===== src/rtl/led_sched_pkg.sv =====
// led_sched_pkg: shared types and widths for the LED blink scheduler.
package led_sched_pkg;
    localparam int CODE_W = 4;
    localparam int TMR_W = 32;
    typedef enum logic [1:0] {IDLE, ON, OFF, GAP} state_t;
endpackage


===== src/rtl/led_blink_scheduler_if.sv =====
// led_blink_scheduler_if: requester-side handshake bundle for the LED scheduler.
interface led_blink_scheduler_if
    import led_sched_pkg::*;
#(
    parameter int NUM_REQ = 4
);
    localparam int IW = $clog2(NUM_REQ);
    logic [NUM_REQ-1:0] req;
    logic [CODE_W*NUM_REQ-1:0] code;
    logic [NUM_REQ-1:0] ack;
    logic [IW-1:0] grant_id;
    logic busy;
    modport master (output req, code, input ack, grant_id, busy);
    modport slave (input req, code, output ack, grant_id, busy);
endinterface


===== src/rtl/rr_arbiter.sv =====
// rr_arbiter: combinational round-robin pick, lowest index at or above ptr with wrap.
module rr_arbiter #(
    parameter int NUM_REQ = 4,
    localparam int IW = $clog2(NUM_REQ)
) (
    input  logic [NUM_REQ-1:0] req,
    input  logic [IW-1:0]      ptr,
    input  logic               en,
    output logic [NUM_REQ-1:0] gnt,
    output logic [IW-1:0]      idx
);
    logic [IW-1:0] k;
    always_comb begin
        gnt = '0;
        idx = '0;
        k = '0;
        // scan from farthest to nearest so the closest requester wins last
        for (int i = NUM_REQ - 1; i >= 0; i--) begin
            k = IW'((int'(ptr) + i) % NUM_REQ);
            if (en && req[k]) begin
                idx = k;
                gnt = NUM_REQ'(1) << k;
            end
        end
    end
endmodule


===== src/rtl/led_blink_scheduler.sv =====
// led_blink_scheduler: shares led_1 among requesters, playing each blink code in turn.
module led_blink_scheduler
    import led_sched_pkg::*;
#(
    parameter int NUM_REQ = 4,
    parameter int ON_CYCLES = 50_000_000,
    parameter int OFF_CYCLES = 50_000_000,
    parameter int GAP_CYCLES = 200_000_000
) (
    input  logic                  sys_clk_200m,
    input  logic                  sys_rst_n,
    led_blink_scheduler_if.slave  bus,
    output logic                  led_1
);
    localparam int IW = $clog2(NUM_REQ);
    localparam logic [TMR_W-1:0] ON_LD = TMR_W'(ON_CYCLES - 1);
    localparam logic [TMR_W-1:0] OFF_LD = TMR_W'(OFF_CYCLES - 1);
    localparam logic [TMR_W-1:0] GAP_LD = TMR_W'(GAP_CYCLES - 1);

    state_t state_q, state_d;
    logic [TMR_W-1:0] tmr_q, tmr_d;
    logic [CODE_W-1:0] rem_q, rem_d;
    logic [IW-1:0] ptr_q, ptr_d, gid_q, gid_d;
    logic [NUM_REQ-1:0] ack_q, ack_d;
    logic led_q, led_d, busy_q, busy_d;
    logic [NUM_REQ-1:0] gnt;
    logic [IW-1:0] idx;
    logic [CODE_W-1:0] code_w;

    function automatic logic [IW-1:0] wrap_inc(input logic [IW-1:0] i);
        return (int'(i) == NUM_REQ - 1) ? '0 : i + 1'b1;
    endfunction

    // no grant while an ack is out, so the acked requester can drop req first
    rr_arbiter #(.NUM_REQ(NUM_REQ)) u_arb (
        .req (bus.req),
        .ptr (ptr_q),
        .en  (state_q == IDLE && ack_q == '0),
        .gnt (gnt),
        .idx (idx)
    );

    assign code_w = CODE_W'(bus.code >> (CODE_W * idx));

    always_comb begin
        state_d = state_q;
        tmr_d = tmr_q;
        rem_d = rem_q;
        ptr_d = ptr_q;
        gid_d = gid_q;
        ack_d = '0;
        unique case (state_q)
            IDLE: if (gnt != '0) begin
                gid_d = idx;
                rem_d = code_w;
                if (code_w == '0) begin
                    ack_d = gnt;
                    ptr_d = wrap_inc(idx);
                end else begin
                    state_d = ON;
                    tmr_d = ON_LD;
                end
            end
            ON: if (tmr_q == '0) begin
                rem_d = rem_q - 1'b1;
                if (rem_q == CODE_W'(1)) begin
                    state_d = GAP;
                    tmr_d = GAP_LD;
                    ack_d = NUM_REQ'(1) << gid_q;
                    ptr_d = wrap_inc(gid_q);
                end else begin
                    state_d = OFF;
                    tmr_d = OFF_LD;
                end
            end else tmr_d = tmr_q - 1'b1;
            OFF: if (tmr_q == '0) begin
                state_d = ON;
                tmr_d = ON_LD;
            end else tmr_d = tmr_q - 1'b1;
            GAP: if (tmr_q == '0) state_d = IDLE;
                 else tmr_d = tmr_q - 1'b1;
        endcase
        led_d = state_d == ON;
        busy_d = state_d != IDLE || ack_d != '0;
    end

    always_ff @(posedge sys_clk_200m or negedge sys_rst_n) begin
        if (!sys_rst_n) begin
            state_q <= IDLE;
            tmr_q <= '0;
            rem_q <= '0;
            ptr_q <= '0;
            gid_q <= '0;
            ack_q <= '0;
            led_q <= 1'b0;
            busy_q <= 1'b0;
        end else begin
            state_q <= state_d;
            tmr_q <= tmr_d;
            rem_q <= rem_d;
            ptr_q <= ptr_d;
            gid_q <= gid_d;
            ack_q <= ack_d;
            led_q <= led_d;
            busy_q <= busy_d;
        end
    end

    assign bus.ack = ack_q;
    assign bus.grant_id = gid_q;
    assign bus.busy = busy_q;
    assign led_1 = led_q;
endmodule


===== src/flat_wrapper.sv =====
// flat-port wrapper written by rule: the top's interface ports become plain ports
module led_blink_scheduler_flat import led_sched_pkg::*;
#(
    parameter int NUM_REQ = 4,
    parameter int ON_CYCLES = 50_000_000,
    parameter int OFF_CYCLES = 50_000_000,
    parameter int GAP_CYCLES = 200_000_000
)
  (sys_clk_200m, sys_rst_n, led_1, bus_req, bus_code, bus_ack, bus_grant_id, bus_busy);
  led_blink_scheduler_if #(.NUM_REQ(NUM_REQ)) bus_i ();
  input  logic sys_clk_200m;
  input  logic sys_rst_n;
  output logic led_1;
  input wire logic [$bits(bus_i.req)-1:0] bus_req;
  input wire logic [$bits(bus_i.code)-1:0] bus_code;
  output wire logic [$bits(bus_i.ack)-1:0] bus_ack;
  output wire logic [$bits(bus_i.grant_id)-1:0] bus_grant_id;
  output wire logic [$bits(bus_i.busy)-1:0] bus_busy;
  assign bus_i.req = bus_req;
  assign bus_i.code = bus_code;
  assign bus_ack = bus_i.ack;
  assign bus_grant_id = bus_i.grant_id;
  assign bus_busy = bus_i.busy;
  led_blink_scheduler #(.NUM_REQ(NUM_REQ), .ON_CYCLES(ON_CYCLES), .OFF_CYCLES(OFF_CYCLES), .GAP_CYCLES(GAP_CYCLES)) u_core (.sys_clk_200m(sys_clk_200m), .sys_rst_n(sys_rst_n), .bus(bus_i), .led_1(led_1));
endmodule

===== config.mk =====
export PLATFORM = sky130hd
export DESIGN_NAME = led_blink_scheduler_flat
export DESIGN_NICKNAME = d
export VERILOG_FILES = /design/src/rtl/led_sched_pkg.sv /design/src/rtl/led_blink_scheduler_if.sv /design/src/rtl/rr_arbiter.sv /design/src/rtl/led_blink_scheduler.sv /design/src/flat_wrapper.sv
export SDC_FILE = /design/constraint.sdc
export NUM_CORES = 1
export LEC_CHECK = 0
export BUFFER_PORTS_ARGS = -buffer_cell sky130_fd_sc_hd__buf_4
export CORE_ASPECT_RATIO = 2
export CORE_MARGIN = 5
export CORE_UTILIZATION = 45
export CTS_BUF_LIST = sky130_fd_sc_hd__clkbuf_8
export DETAILED_ROUTE_END_ITERATION = 10
export GPL_TIMING_DRIVEN = 0
export PLACE_DENSITY = 0.64
export REMOVE_ABC_BUFFERS = 1
export SYNTH_ARGS = -nofsm -noshare
export SYNTH_HDL_FRONTEND = slang
export SYNTH_SLANG_ARGS = --single-unit

===== constraint.sdc =====
create_clock -name sys_clk_200m -period 8.3 [get_ports sys_clk_200m]
set_clock_uncertainty 0.1 [all_clocks]
set_input_delay 0.83 -clock sys_clk_200m [delete_from_list [all_inputs] [get_ports sys_clk_200m]]
set_output_delay 0.83 -clock sys_clk_200m [all_outputs]
set_load 0.1 [all_outputs]

==> impl_results.md <==
* Top-level I/O count at 30
* Global-route usage over all layers at 19.5%
* Aggregate routed wire length at about 8700 um
* Setup fix buffers added after clock tree synthesis at 0
* Placed Instances at 472
* Clock tree from TritonCTS: built
* Synthesized instance count at 368
* Footprint of the multi-input gates at slightly below 2000 um^2
* Critical path data arrival time at 4.96 ns
* CP startpoint kind: flip-flop
* Largest cells by area after synthesis: sky130_fd_sc_hd__dfrtp_1 (36%), sky130_fd_sc_hd__a21oi_1 (5.1%), sky130_fd_sc_hd__mux4_2 (4.7%)
* Last weighted congestion value of the routability-driven placer at 0.805
* Total net switching power at 0.000139 W
* Global-route wire length before repair at 14700 um
* Worst hold path startpoint: u_core.tmr_q[5]$_DFFE_PN0P_
* Width of the chip at 70.8 um
* Final worst-path cycle share at 58.4%
* Remaining global-route overflow at 0
* Max-cap check violation count at 0
* Utilization after layout at 51.3%
* Result of the run: complete, no violations
* Achievable frequency at 0.206 GHz
* Clock root cell: sky130_fd_sc_hd__clkbuf_8
* Fin worst setup slack at about 3.5 ns
* Setup Viol. Count Final at 0
* Clock slew at the register clock pins of the worst setup and hold paths at 0.10 ns
* Hold-critical path endpoint: u_core.tmr_q[5]$_DFFE_PN0P_
* Ratio of cells with drive above 1 in the final layout at between 10% and 20%
* Static leakage power at 1.53 nW
* CP cell instances: inv_1 > ha_1 > mux4_2 > o211ai_1 > a21o_1 > mux4_2 > o41ai_4 > buf_6 > nand2_1 > a211o_1
* Routed via count divided by cell count at 6.13
* Path depth of the worst reg2reg path at 10
* Nets at approximately 420
* Antenna Violating Nets Remaining at 0
* Post-detailed-placement half-perimeter wirelength at 6570 um
* Sequential fraction of the synthesis area at 36.2%
* Area used by sequential logic in the layout at 1200 um^2
* DR WL/cell at ~18 um
* Number of hold buffers added after cts at 0
* FF-to-FF Start: u_core.ptr_q[0]$_DFFE_PN0P_
* EDFF count, synth at 0
* PD cells at around 140 nW/um^2
* Residual DRC at 0
* Non-filler cells, final at 481
* Sum of negative setup slack at 0 ns
* Synth-to-layout area growth at 11.3%
* Die outline height at 132 um
* Longest individual stage delay on the worst path at 0.77 ns
* Vias in the first global route at 3013
* Final Critical Period at 4.85 ns
* Area enclosed by the die boundary at between 9000 and 10000 um^2
* Antenna violations before repair at 0
* Syn avg cell area at 9.03 um^2
* Endpoint class of the critical path: flip-flop
* Synth Register Bits at 48
* Final Max Tran Viols at 0
* Clock share of power at 34.4%
* Required time of the worst setup path at approximately 8.4 ns
* Kind of path behind the tightest hold check: reg -> reg
* Worst slew margin relative to its limit at roughly a tenth
* Starting Density at 46.1%
* Number of buffers inserted during clock tree synthesis at 5
* Hold path cells at 1
* Worst r2r dst: u_core.tmr_q[23]$_DFFE_PN0P_
* Part of the power in combinational logic at 15.3%
* Portion of total power attributed to sequential cells at 50.2%
* Highest-delay cell along the critical path: sky130_fd_sc_hd__o41ai_4
* Clock insertion delay at the later pin of the skew report at 0.31 ns
* Total of fill cells in the finished design at between 600 and 700
* Buffering stage count on the worst path with inverters included at 2
* Number of buffers on the longest clock path at 2
* Cell type with the highest aggregate area in the netlist: sky130_fd_sc_hd__dfrtp_1
* Number of warnings printed during yosys synthesis at 0
* Number of resized instances in the post-cts repair step at 0
* Worst Tran Pin Value at 1.36 ns
* Delay-heaviest family, CP: compound AO/OA/AOI/OAI gates
* Top_reg_cell synth: sky130_fd_sc_hd__dfrtp_1
* Top fanout value on the critical path at 13
* Initial detailed-routing violation count at 200
* Via count of the routed design at around 3000
* Number of cell rows at 44
* Top-area cell type share of the netlist area at 36.2%
* Netlist area before placement at ~3300 um^2
* Minimum setup slack after placement at 3.44 ns
* CTS sink count at 48
* Unrepaired setup endpoints after global routing: no
* Most common cell type on the critical path: sky130_fd_sc_hd__mux4_2
* Max H-tree Level at 2
* Detailed Routing Iterations Pass 1 at 4
* Antenna diodes at 0
* Crit Path Category: reg -> reg
* Switching share of power at 27.7%
* Internal power summed over all cells at 0.000364 W
* Floorplan Core Area at 7210 um^2
* Worst VDD drop at 0.0981 mV
* Largest net degree at the start of global routing at 49
* Number of buffers inserted by port buffering at 29
* Share of async-settable or async-resettable flops after synthesis at 100%
* Unique cell type count in the Yosys netlist at 65
* Number of hold-slack violations in the final timing report at 0
* Reg-to-reg slack, setup at 3.45 ns
registers in the layout (all words and copies together), names as in the netlist:
| name | flops |
|---|---|
| u_core.tmr_q | 32 |
| u_core.rem_q | 4 |
| u_core.bus.ack | 4 |
| u_core.bus.busy | 1 |
| u_core.state_q | 2 |
| u_core.ptr_q | 2 |
| u_core.led_1 | 1 |
| u_core.bus.grant_id | 2 |
synth_stat cells, types with 8 or more instances:
| master | number |
|---|---|
| sky130_fd_sc_hd__a21oi_1 | 34 |
| sky130_fd_sc_hd__nand2_1 | 32 |
| sky130_fd_sc_hd__nor3_1 | 11 |
| sky130_fd_sc_hd__nor2_1 | 33 |
| sky130_fd_sc_hd__clkbuf_1 | 8 |
| sky130_fd_sc_hd__ha_1 | 11 |
| sky130_fd_sc_hd__nand3_1 | 12 |
| sky130_fd_sc_hd__dfrtp_1 | 48 |
| sky130_fd_sc_hd__o211ai_1 | 9 |
| sky130_fd_sc_hd__inv_1 | 20 |
| sky130_fd_sc_hd__nor4_1 | 11 |
kinds of logic after synthesis:
logic type      synth area share [%]
compound gates                  20.8
xor+xnor                        3.16
fa+ha+maj                       4.14
buf+inv                         5.01
flops                           36.2
mux                             7.61
simple gates                    23.1
power by group through the flow:
stage / sequential [W] / combinational, W / clock, W
2_1_floorplan: 0.000262 / 0.0000442 / 0
3_3_place_gp: 0.000256 / 0.0000743 / 0
3_5_place_dp: 0.000257 / 0.0000776 / 0
4_1_cts: 0.000252 / 0.0000777 / 0.000175
5_1_grt: 0.000254 / 0.0000865 / 0.000184
6_report: 0.000252 / 0.0000771 / 0.000173
layer usage:
layer	vias to the layer above	GRT usage (%)	share of wire [%]
li1	1408	-	-
met1	1431	20.6	36
met2	89	36.3	56
met3	20	2.68	4.0
met4	0	9.62	3.3
met5	-	0	0
metrics by stage:
stage                     instance area, um^2  total power, W  hold slack [ns]
after floorplan                          3230        0.000306            0.347
after global placement                   3560        0.000331            0.361
after detailed placement                 3590        0.000335            0.385
after CTS                                3690        0.000505            0.398
after global routing                     3700        0.000524            0.415
final                                    3700        0.000503            0.398
final cells by class:
type                       count  share of cell area, %
clock buffer                   5                   1.86
tap                           92                   3.11
inverter                      20                   2.03
timing repair buffer          31                   6.33
sequential                    48                   32.5
clock inverter                 3                   1.05
multi-input combinational    282                   53.1
cells in the final DEF, fill, tap and decap left out, drive strengths merged, types with 5 or more instances in the layout:
master / instances
inv: 21
ha: 11
clkbuf: 6
nor2b: 8
mux2i: 8
mux4: 7
a2111oi: 5
nor4: 12
o21ai: 8
xnor2: 6
o211ai: 9
xor2: 6
or3: 7
a21oi: 36
or4: 7
nor3: 12
nand3: 12
dfrtp: 48
buf: 30
nor2: 33
nand2: 32
how the worst max path moves through the flow:
stage	slack (ns)	to	from	depth (start not counted)
floorplan	3.46	u_core.tmr_q[23]$_DFFE_PN0P_	u_core.ptr_q[0]$_DFFE_PN0P_	9
global placement	2.11	u_core.tmr_q[23]$_DFFE_PN0P_	u_core.ptr_q[0]$_DFFE_PN0P_	9
detailed placement	3.44	u_core.tmr_q[23]$_DFFE_PN0P_	u_core.ptr_q[0]$_DFFE_PN0P_	10
CTS	3.42	u_core.tmr_q[23]$_DFFE_PN0P_	u_core.ptr_q[0]$_DFFE_PN0P_	10
global route	3.16	u_core.tmr_q[23]$_DFFE_PN0P_	u_core.ptr_q[0]$_DFFE_PN0P_	10
finish	3.45	u_core.tmr_q[23]$_DFFE_PN0P_	u_core.ptr_q[0]$_DFFE_PN0P_	10
Note: power is estimated with default switching activity, not from simulation.
